`src/rtl/bus_demux2.sv`:
```
// Two-target address demux with an in-order response return path.
// Optional decode-error target enabled by BUS_DEMUX_DECERR_EN.
module bus_demux2 #(
  parameter int                    WIDTH      = 32,
  parameter int                    ADDR_WIDTH = 32,
  parameter logic [ADDR_WIDTH-1:0] S1_BASE    = 32'h1100_0000,
  parameter logic [ADDR_WIDTH-1:0] S1_LIMIT   = 32'h1100_FFFF,
  parameter int                    DEPTH      = 4
) (
  input  logic                  clk,
  input  logic                  rst_n,
  input  logic                  req_valid,
  output logic                  req_ready,
  input  logic [ADDR_WIDTH-1:0] req_addr,
  input  logic                  req_we,
  input  logic [WIDTH-1:0]      req_wdata,
  output logic                  rsp_valid,
  output logic [WIDTH-1:0]      rsp_data,
  output logic                  rsp_err,
  output logic                  s0_req_valid,
  input  logic                  s0_req_ready,
  output logic [ADDR_WIDTH-1:0] s0_req_addr,
  output logic                  s0_req_we,
  output logic [WIDTH-1:0]      s0_req_wdata,
  input  logic                  s0_rsp_valid,
  output logic                  s0_rsp_ready,
  input  logic [WIDTH-1:0]      s0_rsp_data,
  output logic                  s1_req_valid,
  input  logic                  s1_req_ready,
  output logic [ADDR_WIDTH-1:0] s1_req_addr,
  output logic                  s1_req_we,
  output logic [WIDTH-1:0]      s1_req_wdata,
  input  logic                  s1_rsp_valid,
  output logic                  s1_rsp_ready,
  input  logic [WIDTH-1:0]      s1_rsp_data
);

  localparam int AW = $clog2(DEPTH);
  localparam int CW = AW + 1;

  typedef enum logic [1:0] {TAG_S0 = 2'd0, TAG_S1 = 2'd1, TAG_ERR = 2'd2} tag_e;

  tag_e           dec_tag;
  tag_e           head_tag;
  tag_e           tags_q [DEPTH];
  logic [AW-1:0]  wr_ptr_q, wr_ptr_d, rd_ptr_q, rd_ptr_d;
  logic [CW-1:0]  cnt_q, cnt_d;
  logic           full, empty, tgt_rdy;
  logic           push, pop, pop0, pop1, pop_err;
  logic           rsp_valid_q;
  logic [WIDTH-1:0] rsp_data_q, rsp_data_d;

  always_comb begin
    dec_tag = TAG_S0;
    if (req_addr >= S1_BASE) dec_tag = TAG_S1;
`ifdef BUS_DEMUX_DECERR_EN
    if (req_addr > S1_LIMIT) dec_tag = TAG_ERR;
`endif
  end

`ifndef BUS_DEMUX_DECERR_EN
  logic unused_limit;
  assign unused_limit = ^S1_LIMIT;
`endif

  // Full is judged on the registered count alone, so a same-cycle pop never frees a slot.
  assign full  = (cnt_q == CW'(DEPTH));
  assign empty = (cnt_q == '0);

  always_comb begin
    case (dec_tag)
      TAG_S0:  tgt_rdy = s0_req_ready;
      TAG_S1:  tgt_rdy = s1_req_ready;
      default: tgt_rdy = 1'b1;
    endcase
  end

  assign req_ready    = tgt_rdy && !full;
  assign push         = req_valid && req_ready;

  assign s0_req_valid = req_valid && (dec_tag == TAG_S0) && !full;
  assign s0_req_addr  = req_addr;
  assign s0_req_we    = req_we;
  assign s0_req_wdata = req_wdata;
  assign s1_req_valid = req_valid && (dec_tag == TAG_S1) && !full;
  assign s1_req_addr  = req_addr;
  assign s1_req_we    = req_we;
  assign s1_req_wdata = req_wdata;

  // Only the target owning the oldest outstanding tag may return a response.
  assign head_tag     = tags_q[rd_ptr_q];
  assign s0_rsp_ready = !empty && (head_tag == TAG_S0);
  assign s1_rsp_ready = !empty && (head_tag == TAG_S1);
  assign pop0         = s0_rsp_valid && s0_rsp_ready;
  assign pop1         = s1_rsp_valid && s1_rsp_ready;
`ifdef BUS_DEMUX_DECERR_EN
  assign pop_err      = !empty && (head_tag == TAG_ERR);
`else
  assign pop_err      = 1'b0;
`endif
  assign pop          = pop0 || pop1 || pop_err;

  always_comb begin
    wr_ptr_d   = push ? wr_ptr_q + AW'(1) : wr_ptr_q;
    rd_ptr_d   = pop  ? rd_ptr_q + AW'(1) : rd_ptr_q;
    cnt_d      = cnt_q + CW'(push) - CW'(pop);
    rsp_data_d = rsp_data_q;
    if (pop1)         rsp_data_d = s1_rsp_data;
    else if (pop0)    rsp_data_d = s0_rsp_data;
    else if (pop_err) rsp_data_d = '0;
  end

  always_ff @(posedge clk) begin
    if (push) tags_q[wr_ptr_q] <= dec_tag;
  end

  always_ff @(posedge clk or negedge rst_n) begin
    if (!rst_n) begin
      wr_ptr_q    <= '0;
      rd_ptr_q    <= '0;
      cnt_q       <= '0;
      rsp_valid_q <= 1'b0;
      rsp_data_q  <= '0;
    end else begin
      wr_ptr_q    <= wr_ptr_d;
      rd_ptr_q    <= rd_ptr_d;
      cnt_q       <= cnt_d;
      rsp_valid_q <= pop;
      rsp_data_q  <= rsp_data_d;
    end
  end

  assign rsp_valid = rsp_valid_q;
  assign rsp_data  = rsp_data_q;

`ifdef BUS_DEMUX_DECERR_EN
  logic rsp_err_q;
  always_ff @(posedge clk or negedge rst_n) begin
    if (!rst_n) rsp_err_q <= 1'b0;
    else        rsp_err_q <= pop_err;
  end
  assign rsp_err = rsp_err_q;
`else
  assign rsp_err = 1'b0;
`endif

endmodule

```
`config.mk`:
```
export PLATFORM = sky130hd
export DESIGN_NAME = bus_demux2
export DESIGN_NICKNAME = d
export VERILOG_FILES = /design/src/rtl/bus_demux2.sv
export SDC_FILE = /design/constraint.sdc
export NUM_CORES = 1
export LEC_CHECK = 0
export ABC_AREA = 0
export CAP_MARGIN = 25
export CORE_ASPECT_RATIO = 0.8
export CORE_MARGIN = 10
export CORE_UTILIZATION = 34
export DETAILED_ROUTE_END_ITERATION = 8
export PLACE_DENSITY_LB_ADDON = 0.1
export SYNTH_ARGS = -nofsm -noshare
export SYNTH_HDL_FRONTEND = slang
export SYNTH_SLANG_ARGS = --single-unit
```
`constraint.sdc`:
```
create_clock -name clk -period 6.1 [get_ports clk]
set_input_delay 1.22 -clock clk [delete_from_list [all_inputs] [get_ports clk]]
set_output_delay 1.22 -clock clk [all_outputs]
set_load 0.005 [all_outputs]
```
==> impl_metrics.json, run 1 <==
{
  "die-height_um": 108.0,
  "synth_top_cells_by_count": "sky130_fd_sc_hd__buf_4, sky130_fd_sc_hd__dfrtp_1, sky130_fd_sc_hd__a21oi_1",
  "crit_fanout": 4,
  "route.antenna.remaining_nets": 0,
  "num_io_pins": 305,
  "die_area_mm2": 0.01403,
  "total_power_mw": 1.651,
  "root_buffer": "sky130_fd_sc_hd__clkbuf_16",
  "cts.reportedPaths.clkPinSlew_ns": 0.06,
  "hold_slack_ns": 0.4945,
  "placed_cell_areas_mm2": 0.003725,
  "slew_violations": 0,
  "setup.worst_path.end_class": "output port",
  "wirelength_um": 9267,
  "avgSynthCellArea_um2": 9.964,
  "critical_path.reg2reg.endpoint": "cnt_q[2]$_DFF_PN0_",
  "yosys_register_bits": 44,
  "grt_pass1_vias": 2253,
  "wl_per_cell_um": 20.73,
  "cts_inserted_buffers": 5,
  "yosysMostFrequentCell": "sky130_fd_sc_hd__buf_4",
  "post_synth_inst_count": 330,
  "post-cts-setup-buffer-count": 0,
  "timing.critical_path.to": "req_ready",
  "fin_util": 0.4074,
  "rr_worst_depth": 10,
  "timing.final.hold_violations": 0,
  "synth.net_count": 473,
  "cts_resized": 0,
  "hold_path_class": "flip-flop to flip-flop",
  "crit_path_start_kind": "input port",
  "register_area_mm2": 0.001121,
  "initial_core_util": 0.3451,
  "fin_area_mm2": 0.003882,
  "synth_top_cells_by_area": "sky130_fd_sc_hd__dfrtp_1, sky130_fd_sc_hd__buf_4, sky130_fd_sc_hd__mux2i_1",
  "power.leakage_nw": 1.630,
  "ys_warn_count": 0,
  "track_usage": 0.1263,
  "drtPass1Iterations": 4,
  "cts_num_sinks": 44,
  "number_of_setup_violations_in_the_final_report": 0,
  "synth.cell_area_mm2": 0.003288,
  "worstHoldPathCells": 1,
  "final-instance-count-excl-fill": 447,
  "synth_top_cell_area_share": 0.3044,
  "post_layout_nets": 471,
  "worstMarginPinSlew_ns": 0.6929,
  "die_width_um": 130.0,
  "h-tree-depth": 2,
  "ys_seq_area_frac": 0.3409,
  "grt_first_pass_wirelength_um": 13560,
  "row_count": 32,
  "crit_type": "input port to output port",
  "count_of_flip_flops_with_a_built_in_enable_after_synthesis": 4,
  "synth_area_leader_cell": "sky130_fd_sc_hd__dfrtp_1",
  "outcome": "finished clean",
  "multi_input_comb_area_mm2": 0.001081,
  "timing.critical_path.arrival_ns": 3.36,
  "cts_tree": "built",
  "critPathLaunch": "req_addr[27]",
  "cts_hold_buf": 0,
  "fraction_of_the_cycle_the_final_worst_path_needs": 0.7512,
  "yosys.cell_types.count": 26,
  "slew_headroom": 0.5321,
  "synthArstFlopShare": 0.9091,
  "maximum_buffer_depth_of_the_clock_tree": 2,
  "placeableCoreArea_mm2": 0.009529,
  "drt_iter0_markers": 76,
  "dp_cells": 439,
  "clock.fmax_mhz": 218.2,
  "grt_antenna_before_repair": 0,
  "rr_startpoint": "rd_ptr_q[0]$_DFFE_PN0P_",
  "ys_dominant_reg_cell": "sky130_fd_sc_hd__dfrtp_1",
  "diodes": 0,
  "power.density_cell_area_mw_per_mm2": 425.3,
  "fillerInstances": 981,
  "remaining_drc_errors": 0,
  "portBuffers": 132,
  "r2r_slack_ns": 2.70,
  "post-route-worst-setup-slack_ns": 1.518,
  "final.setup.tns_ns": 0,
  "max_cap_violations": 0,
  "grt_max_degree": 41,
  "period_minus_slack_ns": 4.582,
  "globalRoute.totalOverflow": 0,
  "gpl.final_weighted_congestion": 0.6671,
  "layout-area-overhead-vs-synth_pct": 18.07,
  "final.setup_skew_ns": 0.005786,
  "drive_above_1_share": 0.1463,
  "dpl_worst_slack_ns": 1.514,
  "detail_route.vias_per_cell": 4.532,
  "ir_drop_uv": 153.5,
  "rsz0062_at_grt": "no",
  "critical_path_data_required_time_ns": 4.88,
  "clock_insertion_delay_worst_skew_ns": 0.28,
  "hpwlAfterDp_um": 7403,
  "vias": 2026
}
-- final cells by class --
| class | instances | share of cell area |
|---|---|---|
| Timing Repair Buffer | 136 | 0.3532 |
| Sequential cell | 44 | 0.2888 |
| Multi-Input combinational cell | 135 | 0.2784 |
| Tap cell | 119 | 0.03835 |
| Clock buffer | 5 | 0.03223 |
| Inverter | 6 | 0.005801 |
| Clock inverter | 2 | 0.003223 |
-- kinds of logic (layout without fill, tap and decap cells) --
group | after synthesis | after routing | share of synthesized area
muxes | 35 | 35 | 0.1123
other | 1 | 1 | 0.001140
buffers and inverters | 151 | 149 | 0.3322
xor gates and xnor gates | 5 | 5 | 0.01332
adders and majority gates | 7 | 7 | 0.02892
AOI/OAI and AO/OA | 70 | 70 | 0.1438
DFF | 44 | 44 | 0.3409
and+or+nand+nor | 17 | 17 | 0.02740
-- routing by layer --
metal / vias to the layer above / share of wire / routed length, um / GRT usage
met1: 904 / 0.35 / 3240 / 0.1282
met3: 24 / 0.16 / 1499 / 0.09785
li1: 960 / - / - / -
met4: 0 / 0.018 / 164 / 0.03926
met2: 138 / 0.47 / 4363 / 0.1980
met5: - / 0 / 0 / 0
-- where the power goes --
group          switching, mW  leakage, nW  internal (mW)
clock                  0.109       0.0657          0.149
sequential            0.0831        0.482          0.436
combinational          0.400         1.08          0.475
-- worst min path at each step --
stage                            startpoint                 endpoint  slack (ns)
floorplan           rd_ptr_q[1]$_DFFE_PN0P_  rd_ptr_q[1]$_DFFE_PN0P_        0.45
global placement    rd_ptr_q[1]$_DFFE_PN0P_  rd_ptr_q[1]$_DFFE_PN0P_        0.48
detailed placement  rd_ptr_q[1]$_DFFE_PN0P_  rd_ptr_q[1]$_DFFE_PN0P_        0.49
CTS                 rd_ptr_q[1]$_DFFE_PN0P_  rd_ptr_q[1]$_DFFE_PN0P_        0.50
global route        rd_ptr_q[1]$_DFFE_PN0P_  rd_ptr_q[1]$_DFFE_PN0P_        0.52
finish              rd_ptr_q[1]$_DFFE_PN0P_  rd_ptr_q[1]$_DFFE_PN0P_        0.49
-- sequential cells by signal, indices dropped and copies added (netlist names) --
name,count
tags_q,4
rsp_data,32
rsp_valid,1
cnt_q,3
wr_ptr_q,2
rd_ptr_q,2
-- worst max-delay path, stage by stage --
cell and delay, ns:
sky130_fd_sc_hd__clkdlybuf4s50_1 0.45, sky130_fd_sc_hd__o41ai_1 0.70, sky130_fd_sc_hd__nand3_1 0.17, sky130_fd_sc_hd__and2_1 0.18
sky130_fd_sc_hd__a21oi_1 0.11, sky130_fd_sc_hd__clkdlybuf4s50_1 0.53
-- placed cells by master (no fill, tap or decap), types with 3 or more instances in the layout --
cell type / n
sky130_fd_sc_hd__edfxtp_1: 4
sky130_fd_sc_hd__nor2_1: 3
sky130_fd_sc_hd__a21oi_2: 29
sky130_fd_sc_hd__clkbuf_16: 5
sky130_fd_sc_hd__inv_1: 6
sky130_fd_sc_hd__and2_1: 6
sky130_fd_sc_hd__ha_1: 6
sky130_fd_sc_hd__clkdlybuf4s50_1: 131
sky130_fd_sc_hd__dfrtp_1: 40
sky130_fd_sc_hd__xnor2_1: 4
sky130_fd_sc_hd__mux2i_1: 32
sky130_fd_sc_hd__a21oi_1: 38
Power figures use the tool's default switching activity.
==> run 2: changes to the inputs <==
- CORE_UTILIZATION: 34 -> 31
- clock period: 6.1 -> 4.7 ns (I/O delays scaled with it)
==> run 2 against run 1 <==
  * Setup slack worse by 0.91 ns
  * Via count up 2.3%
  * Register-to-register slack worse by 1.0 ns
  * Cell count up 5.1%
  * First-iteration DRC count up 22%
  * Sequential share of layout area down 0.38 points
  * Critical path depth unchanged
  * Non-clock buffer count up 1
  * Combinational power up 30%
  * Sequential cell count unchanged
  * Design area up 1.3%
  * Critical path type unchanged
  * Largest power group unchanged
==> impl_metrics.json, run 2 (synthesis gave the netlist of run 1 again) <==
{
  "drive_above_1_share": 0.1515,
  "fin_util": 0.3811,
  "hpwlAfterDp_um": 7270,
  "fraction_of_the_cycle_the_final_worst_path_needs": 0.8716,
  "max_cap_violations": 0,
  "wl_per_cell_um": 20.14,
  "slew_headroom": 0.4815,
  "crit_path_start_kind": "input port",
  "root_buffer": "sky130_fd_sc_hd__clkbuf_16",
  "power.density_cell_area_mw_per_mm2": 563.3,
  "critical-path-top-cell-by-count": "sky130_fd_sc_hd__clkdlybuf4s50_1",
  "placed_cell_areas_mm2": 0.003746,
  "num_io_pins": 305,
  "fillerInstances": 1076,
  "p_sw_uw": 788.8,
  "row_count": 33,
  "grt_max_degree": 41,
  "die_width_um": 135.1,
  "detail_route.vias_per_cell": 4.409,
  "cts_resized": 0,
  "die_area_mm2": 0.01515,
  "post_layout_nets": 472,
  "diodes": 0,
  "period_minus_slack_ns": 4.097,
  "slew_violations": 0,
  "power_frac_seq": 0.304,
  "rsz0062_at_grt": "no",
  "post-cts-setup-buffer-count": 0,
  "crit_fanout": 4,
  "clockPowerShare": 0.182,
  "timing.final.hold_violations": 0,
  "maximum_buffer_depth_of_the_clock_tree": 2,
  "clock.fmax_mhz": 244.1,
  "layout_commonest_cell": "sky130_fd_sc_hd__clkdlybuf4s50_1",
  "cts_hold_buf": 0,
  "post-route-worst-setup-slack_ns": 0.6035,
  "grt_antenna_before_repair": 0,
  "path_cells": "clkdlybuf4s50_1 > o41ai_1 > nand3_1 > and2_1 > a21oi_1 > clkdlybuf4s50_1",
  "cts_inserted_buffers": 5,
  "layout_common_cells": "sky130_fd_sc_hd__clkdlybuf4s50_1, sky130_fd_sc_hd__dfrtp_1, sky130_fd_sc_hd__a21oi_1, sky130_fd_sc_hd__mux2i_1, sky130_fd_sc_hd__a21oi_2",
  "final.setup_skew_ns": 0.005591,
  "initial_core_util": 0.3185,
  "cts_num_sinks": 44,
  "power.leakage_nw": 1.644,
  "final-instance-count-excl-fill": 470,
  "number_of_setup_violations_in_the_final_report": 0,
  "gpl.final_weighted_congestion": 0.6827,
  "dp_cells": 461,
  "total_power_mw": 2.216,
  "placeableCoreArea_mm2": 0.01032,
  "outcome": "finished clean",
  "intPower_mw": 1.427,
  "route.antenna.remaining_nets": 0,
  "vias": 2072,
  "ir_drop_uv": 190.7,
  "cts_tree": "built",
  "hold_slack_ns": 0.4635,
  "sw_frac_of_total": 0.3560,
  "grt_first_pass_wirelength_um": 14360,
  "worstMarginPinSlew_ns": 0.7677,
  "final.setup.tns_ns": 0,
  "critical_path_data_required_time_ns": 3.76,
  "library_cell_contributing_the_largest_single_delay_on_the_critical_path": "sky130_fd_sc_hd__o41ai_1",
  "die-height_um": 112.1,
  "clock_insertion_delay_worst_skew_ns": 0.29,
  "setup.worst_path.end_class": "output port",
  "h-tree-depth": 2,
  "drt_iter0_markers": 93,
  "grt_pass1_vias": 2363,
  "drtPass1Iterations": 4,
  "dpl_worst_slack_ns": 0.6107,
  "cts.reportedPaths.clkPinSlew_ns": 0.07,
  "crit_type": "input port to output port",
  "track_usage": 0.1203,
  "hold_path_class": "input port to asynchronous set/reset pin",
  "wirelength_um": 9465,
  "timing.critical_path.arrival_ns": 3.16,
  "globalRoute.totalOverflow": 0,
  "remaining_drc_errors": 0,
  "power.combinational.fraction": 0.514,
  "cpPeakStageDelay_ns": 0.75,
  "layout-area-overhead-vs-synth_pct": 19.63,
  "largest_register_ffs": 32,
  "rr_worst_depth": 9,
  "portBuffers": 132,
  "fin_area_mm2": 0.003934
}
## run 2: critical path: cells and delay by family
family / cells / cell delay [ns]
simple gates: 2 / 0.37
buf+inv: 2 / 0.97
compound gates: 2 / 0.87
## run 2: final timing paths
check | start | endpoint | slack [ns]
max in group asynchronous | rst_n | rsp_data[29]$_DFFE_PN0P_ | 3.80
min reg2reg | rd_ptr_q[1]$_DFFE_PN0P_ | rd_ptr_q[1]$_DFFE_PN0P_ | 0.48
max | req_addr[27] | req_ready | 0.60
min in group clk | rd_ptr_q[1]$_DFFE_PN0P_ | rd_ptr_q[1]$_DFFE_PN0P_ | 0.48
min | rst_n | rsp_data[20]$_DFFE_PN0P_ | 0.46
max reg2reg | rd_ptr_q[0]$_DFFE_PN0P_ | cnt_q[2]$_DFF_PN0_ | 1.66
## run 2: power by group through the flow
stage	Sequential [mW]	Clock (mW)	Combinational (mW)
after detailed placement	0.679	0	1.17
after global placement	0.676	0	1.17
after floorplan	0.680	0	0.700
final	0.674	0.403	1.14
after global routing	0.700	0.437	1.27
after CTS	0.677	0.418	1.17
## run 2: per-layer routing
metal,up-vias,global-route usage,part of all wire
li1,963,-,-
met1,938,0.1304,0.38
met2,131,0.1787,0.45
met3,40,0.08512,0.15
met4,0,0.04513,0.024
met5,-,0.009804,0
## run 2: cell type report
| cell class | instances | area [um2] | area share |
|---|---|---|---|
| Inverter | 6 | 22.52 | 0.005725 |
| Sequential cell | 44 | 1121 | 0.2850 |
| Clock buffer | 5 | 125.1 | 0.03181 |
| Timing Repair Buffer | 137 | 1366 | 0.3473 |
| Tap cell | 140 | 175.2 | 0.04453 |
| Multi-Input combinational cell | 135 | 1081 | 0.2748 |
| Clock inverter | 3 | 42.54 | 0.01081 |
==> run 3: changes to the inputs <==
- HOLD_SLACK_MARGIN: not set -> 0.05
==> results of run 3 <==
Final layout, timing and power as in run 2 (identical DEF).
